`config.mk`:
```
export PLATFORM = sky130hd
export DESIGN_NAME = nes_reset_sequencer
export DESIGN_NICKNAME = d
export VERILOG_FILES = /design/src/rtl/nes_reset_sequencer.sv
export SDC_FILE = /design/constraint.sdc
export NUM_CORES = 1
export LEC_CHECK = 0
export ABC_AREA = 1
export ABC_CLOCK_PERIOD_IN_PS = 1700
export BUFFER_PORTS_ARGS = -buffer_cell sky130_fd_sc_hd__buf_4
export CAP_MARGIN = 15
export CORE_MARGIN = 4
export CORE_UTILIZATION = 54
export DETAILED_ROUTE_END_ITERATION = 10
export PLACE_DENSITY = 0.76
export SLEW_MARGIN = 10
export SYNTH_ARGS = -nofsm -noshare
export SYNTH_HDL_FRONTEND = slang
export SYNTH_SLANG_ARGS = --single-unit
```
`constraint.sdc`:
```
create_clock -name clk -period 1.7 [get_ports clk]
set_input_delay 0.085 -clock clk [delete_from_list [all_inputs] [get_ports clk]]
set_output_delay 0.085 -clock clk [all_outputs]
set_load 0.005 [all_outputs]
```
`src/rtl/nes_reset_sequencer.sv`:
```
// Boot/reset scheduler: gates the VGA and system resets on PLL lock, boot-load completion and game changes.
// Define NES_RSTSEQ_BOOTCOUNT_EN to count completed boots on boot_count (tied to zero otherwise).
module nes_reset_sequencer #(
  parameter int unsigned LOCK_FILTER  = 16,
  parameter int unsigned HOLD_CYCLES  = 64,
  parameter int unsigned LOAD_TIMEOUT = 1048576
) (
  input  logic       clk,
  input  logic       rst_n,
  input  logic       pll_locked,
  input  logic       loading,
  input  logic       game_req,
  input  logic [3:0] game_sel,
  output logic [3:0] game,
  output logic       vga_rst_n,
  output logic       sys_rst_n,
  output logic       ready,
  output logic       load_err,
  output logic [2:0] state,
  output logic [7:0] boot_count
);

  localparam logic [2:0] ST_WAIT_LOCK = 3'd0;
  localparam logic [2:0] ST_LOCK_FILT = 3'd1;
  localparam logic [2:0] ST_HOLD      = 3'd2;
  localparam logic [2:0] ST_WAIT_LOAD = 3'd3;
  localparam logic [2:0] ST_RUN       = 3'd4;

  localparam int LF_W = $clog2(LOCK_FILTER) + 1;
  localparam int HC_W = $clog2(HOLD_CYCLES) + 1;
  localparam int LT_W = $clog2(LOAD_TIMEOUT) + 1;

  localparam logic [LF_W-1:0] LF_LAST = LF_W'(LOCK_FILTER - 1);
  localparam logic [HC_W-1:0] HC_LAST = HC_W'(HOLD_CYCLES - 1);
  localparam logic [LT_W-1:0] LT_LAST = LT_W'(LOAD_TIMEOUT - 1);

  logic [1:0]      lock_sync_q;
  logic [1:0]      load_sync_q;
  logic [2:0]      req_sync_q;
  logic            lock_s;
  logic            loading_s;
  logic            req_pulse;

  logic [2:0]      state_q, state_d;
  logic [LF_W-1:0] filt_q, filt_d;
  logic [HC_W-1:0] hold_q, hold_d;
  logic [LT_W-1:0] load_q, load_d;
  logic            pend_q, pend_d;
  logic [3:0]      game_q, game_d;
  logic            err_q, err_d;
  logic            vga_q, vga_d;
  logic            sys_q, sys_d;
  logic            ready_q, ready_d;
  logic            load_min;
  logic            load_tmo;

  assign lock_s    = lock_sync_q[1];
  assign loading_s = load_sync_q[1];
  // Third req stage only serves the edge detector; game_sel is sampled raw since it is held stable around the rise.
  assign req_pulse = req_sync_q[1] & ~req_sync_q[2];

  assign load_min = (load_q != '0);
  assign load_tmo = (load_q == LT_LAST);

  always_comb begin
    state_d = state_q;
    filt_d  = filt_q;
    hold_d  = hold_q;
    load_d  = load_q;
    pend_d  = pend_q;
    game_d  = game_q;
    err_d   = err_q;

    case (state_q)
      ST_WAIT_LOCK: begin
        if (lock_s) begin
          state_d = ST_LOCK_FILT;
          filt_d  = '0;
        end
      end
      ST_LOCK_FILT: begin
        if (filt_q == LF_LAST) begin
          state_d = ST_HOLD;
          hold_d  = '0;
          game_d  = game_sel;
        end else begin
          filt_d = filt_q + LF_W'(1);
        end
      end
      ST_HOLD: begin
        if (req_pulse) begin
          hold_d = '0;
          game_d = game_sel;
        end else if (hold_q == HC_LAST) begin
          state_d = ST_WAIT_LOAD;
          load_d  = '0;
        end else begin
          hold_d = hold_q + HC_W'(1);
        end
      end
      ST_WAIT_LOAD: begin
        if (req_pulse) pend_d = 1'b1;
        if ((load_min && !loading_s) || load_tmo) begin
          if (load_tmo && loading_s) err_d = 1'b1;
          if (pend_q || req_pulse) begin
            state_d = ST_HOLD;
            hold_d  = '0;
            game_d  = game_sel;
            pend_d  = 1'b0;
          end else begin
            state_d = ST_RUN;
          end
        end else begin
          load_d = load_q + LT_W'(1);
        end
      end
      ST_RUN: begin
        if (req_pulse) begin
          state_d = ST_HOLD;
          hold_d  = '0;
          game_d  = game_sel;
        end
      end
      default: state_d = ST_WAIT_LOCK;
    endcase

    // Lock loss wins over every other transition so sys_rst_n can never rise on a lock drop.
    if (!lock_s && (state_q != ST_WAIT_LOCK)) begin
      state_d = ST_WAIT_LOCK;
      filt_d  = '0;
      hold_d  = '0;
      load_d  = '0;
      pend_d  = 1'b0;
      game_d  = game_q;
      err_d   = err_q;
    end
  end

  assign vga_d   = (state_d == ST_WAIT_LOAD) || (state_d == ST_RUN);
  assign sys_d   = (state_d == ST_RUN);
  assign ready_d = (state_d == ST_RUN);

  always_ff @(posedge clk or negedge rst_n) begin
    if (!rst_n) begin
      lock_sync_q <= '0;
      load_sync_q <= '0;
      req_sync_q  <= '0;
      state_q     <= ST_WAIT_LOCK;
      filt_q      <= '0;
      hold_q      <= '0;
      load_q      <= '0;
      pend_q      <= 1'b0;
      game_q      <= '0;
      err_q       <= 1'b0;
      vga_q       <= 1'b0;
      sys_q       <= 1'b0;
      ready_q     <= 1'b0;
    end else begin
      lock_sync_q <= {lock_sync_q[0], pll_locked};
      load_sync_q <= {load_sync_q[0], loading};
      req_sync_q  <= {req_sync_q[1:0], game_req};
      state_q     <= state_d;
      filt_q      <= filt_d;
      hold_q      <= hold_d;
      load_q      <= load_d;
      pend_q      <= pend_d;
      game_q      <= game_d;
      err_q       <= err_d;
      vga_q       <= vga_d;
      sys_q       <= sys_d;
      ready_q     <= ready_d;
    end
  end

`ifdef NES_RSTSEQ_BOOTCOUNT_EN
  logic [7:0] boot_q, boot_d;

  always_comb begin
    boot_d = boot_q;
    if ((state_q == ST_WAIT_LOAD) && (state_d == ST_RUN) && (boot_q != 8'hFF))
      boot_d = boot_q + 8'd1;
  end

  always_ff @(posedge clk or negedge rst_n) begin
    if (!rst_n) boot_q <= 8'h00;
    else        boot_q <= boot_d;
  end

  assign boot_count = boot_q;
`else
  assign boot_count = 8'h00;
`endif

  assign game      = game_q;
  assign vga_rst_n = vga_q;
  assign sys_rst_n = sys_q;
  assign ready     = ready_q;
  assign load_err  = err_q;
  assign state     = state_q;

endmodule
```
* Yosys cells after proc, flatten, opt, wreduce, memory -nomap -nowiden
Cells that the tools add are included.
** Word-level totals
- Flip-flop bits (word level) :: 51
- Logic and storage cells :: 99
** Operators by class
- Multiplexer cells :: 36
- Reductions and logical operators :: 22
- Bitwise logic cells :: 3
- Add/sub/neg operators :: 3
- Equal/unequal tests :: 23
** Operators by type and width (count)
- 21-bit 2-to-1 mux :: 4
- 7-bit 2-to-1 mux :: 7
- 21-bit one-hot mux with 2 select lines :: 1
- 7-bit one-hot mux with 4 select lines :: 1
- 3-bit inequality test, second input constant :: 9
- 3-bit 2-to-1 mux :: 8
- 21-bit by 1-bit adder with 21-bit output, second input constant :: 1
- 21-bit by 20-bit equality test with 1-bit output, second input constant :: 1
- 21-bit nonzero test :: 1
- 4-bit 2-to-1 mux :: 4
- 5-bit 2-to-1 mux :: 3
- 3-bit one-hot mux with 5 select lines :: 1
- 4-bit one-hot mux with 3 select lines :: 1
- 6-bit AND reduction :: 2
- 3-bit nonzero test :: 4
- 5-bit one-hot mux with 2 select lines :: 1
- 3-bit by 2-bit equality test with 1-bit output, second input constant :: 3
- 4-bit AND reduction :: 2
- 7-bit by 1-bit adder with 7-bit output, second input constant :: 1
- 7-bit by 6-bit equality test with 1-bit output, second input constant :: 1
- 3-bit equality test, second input constant :: 2
- 2-bit inequality test, second input constant :: 3
- 5-bit by 1-bit adder with 5-bit output, second input constant :: 1
- 5-bit by 4-bit equality test with 1-bit output, second input constant :: 1
- 14 further kinds :: 24

* Depth between registers and ports, before layout
- Depth in word-level cells :: 9
- Gate-level depth with buffers :: 12
- Gate-level depth less buffers :: 12

* Worst setup path after synthesis
No wires, ideal clock.
- Kind :: flip-flop to flip-flop
- From :: reg load_q[0]
- To :: reg load_q[10]
- Setup slack :: -0.004 ns
- Buffers on the path :: 1
- Clock period less this slack :: 1.704 ns
- Cell stages (with the launch flop) :: 12
- Arrival time :: 1.583 ns
- Cell sequence :: dfrtp_1 -> ha_1 -> inv_2 -> nor2_4 -> nand2_4 -> nor2_4 -> nand3_4 -> nand2_4 -> nand2_4 -> nand3_4 -> buf_8 -> o21ai_1
** Between the ends
- Word-level cells in the longest chain between the ends :: 5
- Elaborated cells between the ends (all ways) :: 10
** RTL lines
- from (decl) :: RTL line 47 : logic [LT_W-1:0] load_q, load_d;
- from (signal assigned) :: RTL line 165 : load_q <= load_d;
- parallel branches: the longest is 5 deep, another holds 21-bit by 1-bit adder with 21-bit output
Parallel ways; which one is timed is not known. The select of a mux whose other input is x is not followed.
A chain may end at the register's enable or synchronous reset.

* Worst setup path in the final report
- From :: reg load_q[0]
- To :: reg load_q[17]
Same word-level chain as after synthesis.

==> flow_summary.ini <==
[yosys]
synth_seq_area_share_pct = 40.1
netlist_instances = 428
async_flop_share_pct = 100
synth_ff_type = dfrtp_1
ys_ff_latch = 51
ys_types = 39
yosys_warnings = 0
synth_edf_count = 0
avgSynthCellArea_sq_um = 7.44
syn_area_sq_mm = 0.00318

[drt]
maxUsedRoutingLayer = met4
drc = 0
met2_length_mm = 4.30
drt_first_pass_iters = 5
routed_wl_mm = 8.80
wire_per_inst_microns = 15.5
met1Wirelength_mm = 3.69
wl_met3_microns = 565
antenna_left = 0
viasPerCell = 5.51
drtIter0Drc = 337
vias = 3135

[worst_setup_path]
critPathLaunch = load_q[0]
cp_slowest_cell = dfrtp_1
r2r_slack_ns = -0.17
critPathLaunchType = flip-flop
path_cells = buf_6 > ha_4 > inv_4 > nor2_4 > nand2_4 > nor2_4 > nand3_4 > nand2_4 > buf_12 > a21oi_4 > clkbuf_16 > nand2_4 > nand2_2
cp_common_cell = nand2_4
cp_max_fo = 7
worstReg2RegEnd = load_q[17]
end_kind = flip-flop
r2r-start = load_q[0]
reg2reg_depth = 13
cp-endpoint = load_q[17]
cpPeakStageDelay_ns = 0.42
cp_data_required_time_ns = 1.91
critPathKind = flip-flop to flip-flop
arrival_ns = 2.09

[sta]
timing.slew.headroom_pct = 57.7
rsz0062_at_grt = yes
timing.final.crit_share_pct = 110
slew_violations = 0
layout_setup_ws_ns = -0.174
holdWs_ns = 0.00207
clock.fmax_ghz = 0.534
setup_tns_ns = -4.30
tightest_slew_ns = 0.634
skew_ns = 0.0105
final_period_minus_worst_setup_slack_ns = 1.87
hold_violations = 0
setup_viol = 37

[clock_network]
clock_latency_ns = 0.32
htree_levels = 2
clkSinkCount = 51
cts_tree = built
cts-root-buf = clkbuf_8
clk_pin_slew_ns = 0.10
clockBufferDepth = 2
cts_buffers = 5

[global_route]
grt_overflow = 0
grt_pass1_wl_mm = 13.6
grt_usage_pct = 23.3
antenna_found_initial = 0
grt_pass1_vias = 2921
grt_max_degree = 52

[placement]
place_hpwl_mm = 5.27
io_buffers = 19
gp_congestion = 1.01
dp_worst_setup_slack_ns = -0.0719
placed_cells_incl_taps = 537

[floorplanning]
start_util_pct = 56.8
top_level_ports = 28
coreArea_sq_mm = 0.00561
die_y_microns = 84.8
rows = 27
die_w_microns = 84.8
die-area_sq_mm = 0.00719

[power_and_ir_drop]
peakVddDrop_uv = 667
p_per_area_mw_per_mm2 = 828
pwr-share-clk_pct = 25.8
p_sw_share_pct = 35.1
intPower_mw = 2.22
p_seq_share_pct = 39.7
p_total_mw = 3.43
cellLeakagePower_nw = 1.97
combPwrFrac_pct = 34.5
power_switching_mw = 1.20

[cells_and_area]
diodes = 0
drive_gt1_share_pct = 33.2
instances_no_fill = 569
areaGrowthSynthToFinish_pct = 30.2
fin_nets = 510

[worst_hold_path]
hp-class = input pin to flip-flop
min_from = game_sel[2]

[run_status]
status = finished with violations
violations = setup timing

[job]
drv_cap = 0
==> placed cells by master, fill, tap and decap left out, drive strengths merged, types with 4 or more instances in the layout <==
cell type / n
nand2: 137
buf: 62
nor2: 60
dfrtp: 51
inv: 47
nand3: 33
o21ai: 19
nor3: 15
nand4: 12
conb: 8
clkbuf: 7
xor2: 6
dlygate4sd3: 6
a21oi: 6
o21bai: 5
ha: 5
or2: 4
==> worst min path at each step <==
stage,to,slack (ns),depth (start not counted)
6_report,game[2],0.002,3
2_1_floorplan,filt_q[0],-0.21,0
5_1_grt,game[1],0.01,3
4_1_cts,game[1],0.001,3
3_5_place_dp,load_q[9],0.16,1
3_3_place_gp,load_q[6],0.16,1
==> power by group through the flow <==
stage / registers [mW] / clock network [mW] / logic [mW]
floorplan: 1.38 / 0 / 0.559
finish: 1.36 / 0.885 / 1.18
detailed placement: 1.38 / 0 / 0.866
global route: 1.37 / 0.947 / 1.26
global placement: 1.38 / 0 / 0.848
CTS: 1.36 / 0.891 / 1.00
==> final cells by class <==
| class | count | area, sq um |
|---|---|---|
| Multi-Input combinational cell | 322 | 1840 |
| Sequential cell | 51 | 1280 |
| Fill cell | 410 | 1460 |
| Inverter | 46 | 175 |
| Timing Repair Buffer | 70 | 637 |
| Clock buffer | 5 | 68.8 |
| Clock inverter | 3 | 46.3 |
| Tap cell | 72 | 90.1 |
==> per-stage QoR <==
stage | area, sq um | util [%]
floorplan | 3210 | -
global placement | 3550 | 63.3
detailed placement | 3550 | 63.3
CTS | 3860 | 68.9
global route | 4140 | 73.9
finish | 4140 | 73.9
==> sequential cells by signal (all words and copies together) (netlist names) <==
register	cells
load_q	21
hold_q	7
filt_q	5
game	4
req_sync_q	3
state	3
load_sync_q	2
lock_sync_q	2
load_err	1
pend_q	1
ready	1
vga_rst_n	1
==> worst max-delay path, delay by kind of cell (launching register included) <==
family          cells  cell delay, ns
simple gates        7            0.69
fa+ha+maj           1            0.14
flops               1            0.42
buf+inv             4            0.46
compound gates      1            0.07
==> per-layer routing <==
metal | vias up | GRT usage (%)
met1 | 1469 | 30.7
met4 | 0 | 6.47
li1 | 1485 | -
met2 | 149 | 39.3
met3 | 32 | 4.42
met5 | - | 0
==> cells in the mapped netlist, types with 6 or more instances <==
cell type / number / area, sq um
buf_4: 10 / 75.1
dfrtp_1: 51 / 1280
inv_1: 39 / 146
inv_2: 7 / 26.3
nand2_1: 128 / 480
nand2_2: 6 / 37.5
nand3_1: 28 / 140
nand4_1: 12 / 75.1
nor2_1: 52 / 195
nor3_1: 12 / 60.1
o21ai_0: 6 / 30.0
o21ai_1: 11 / 55.1
xor2_1: 6 / 52.6
==> repair_timing <==
item | 4_1_cts | 5_1_grt
pin swaps | 5 | 14
endpoints found under the setup margin | 32 | 41
hold buffers | 6 | 0
buffers inserted | 8 | 8
gates cloned | 1 | 2
gates resized for setup | 15 | 53
hold endpoints to repair | 56 | 0
==> cells by family after synthesis <==
logic type | synth area share, %
buffers and inverters | 9.24
xor gates and xnor gates | 1.93
adders and majority gates | 1.97
DFF | 40.1
AOI/OAI and AO/OA | 7.31
other | 0.118
and+or+nand+nor | 39.3
No activity file was read; power rests on OpenSTA's default activity.
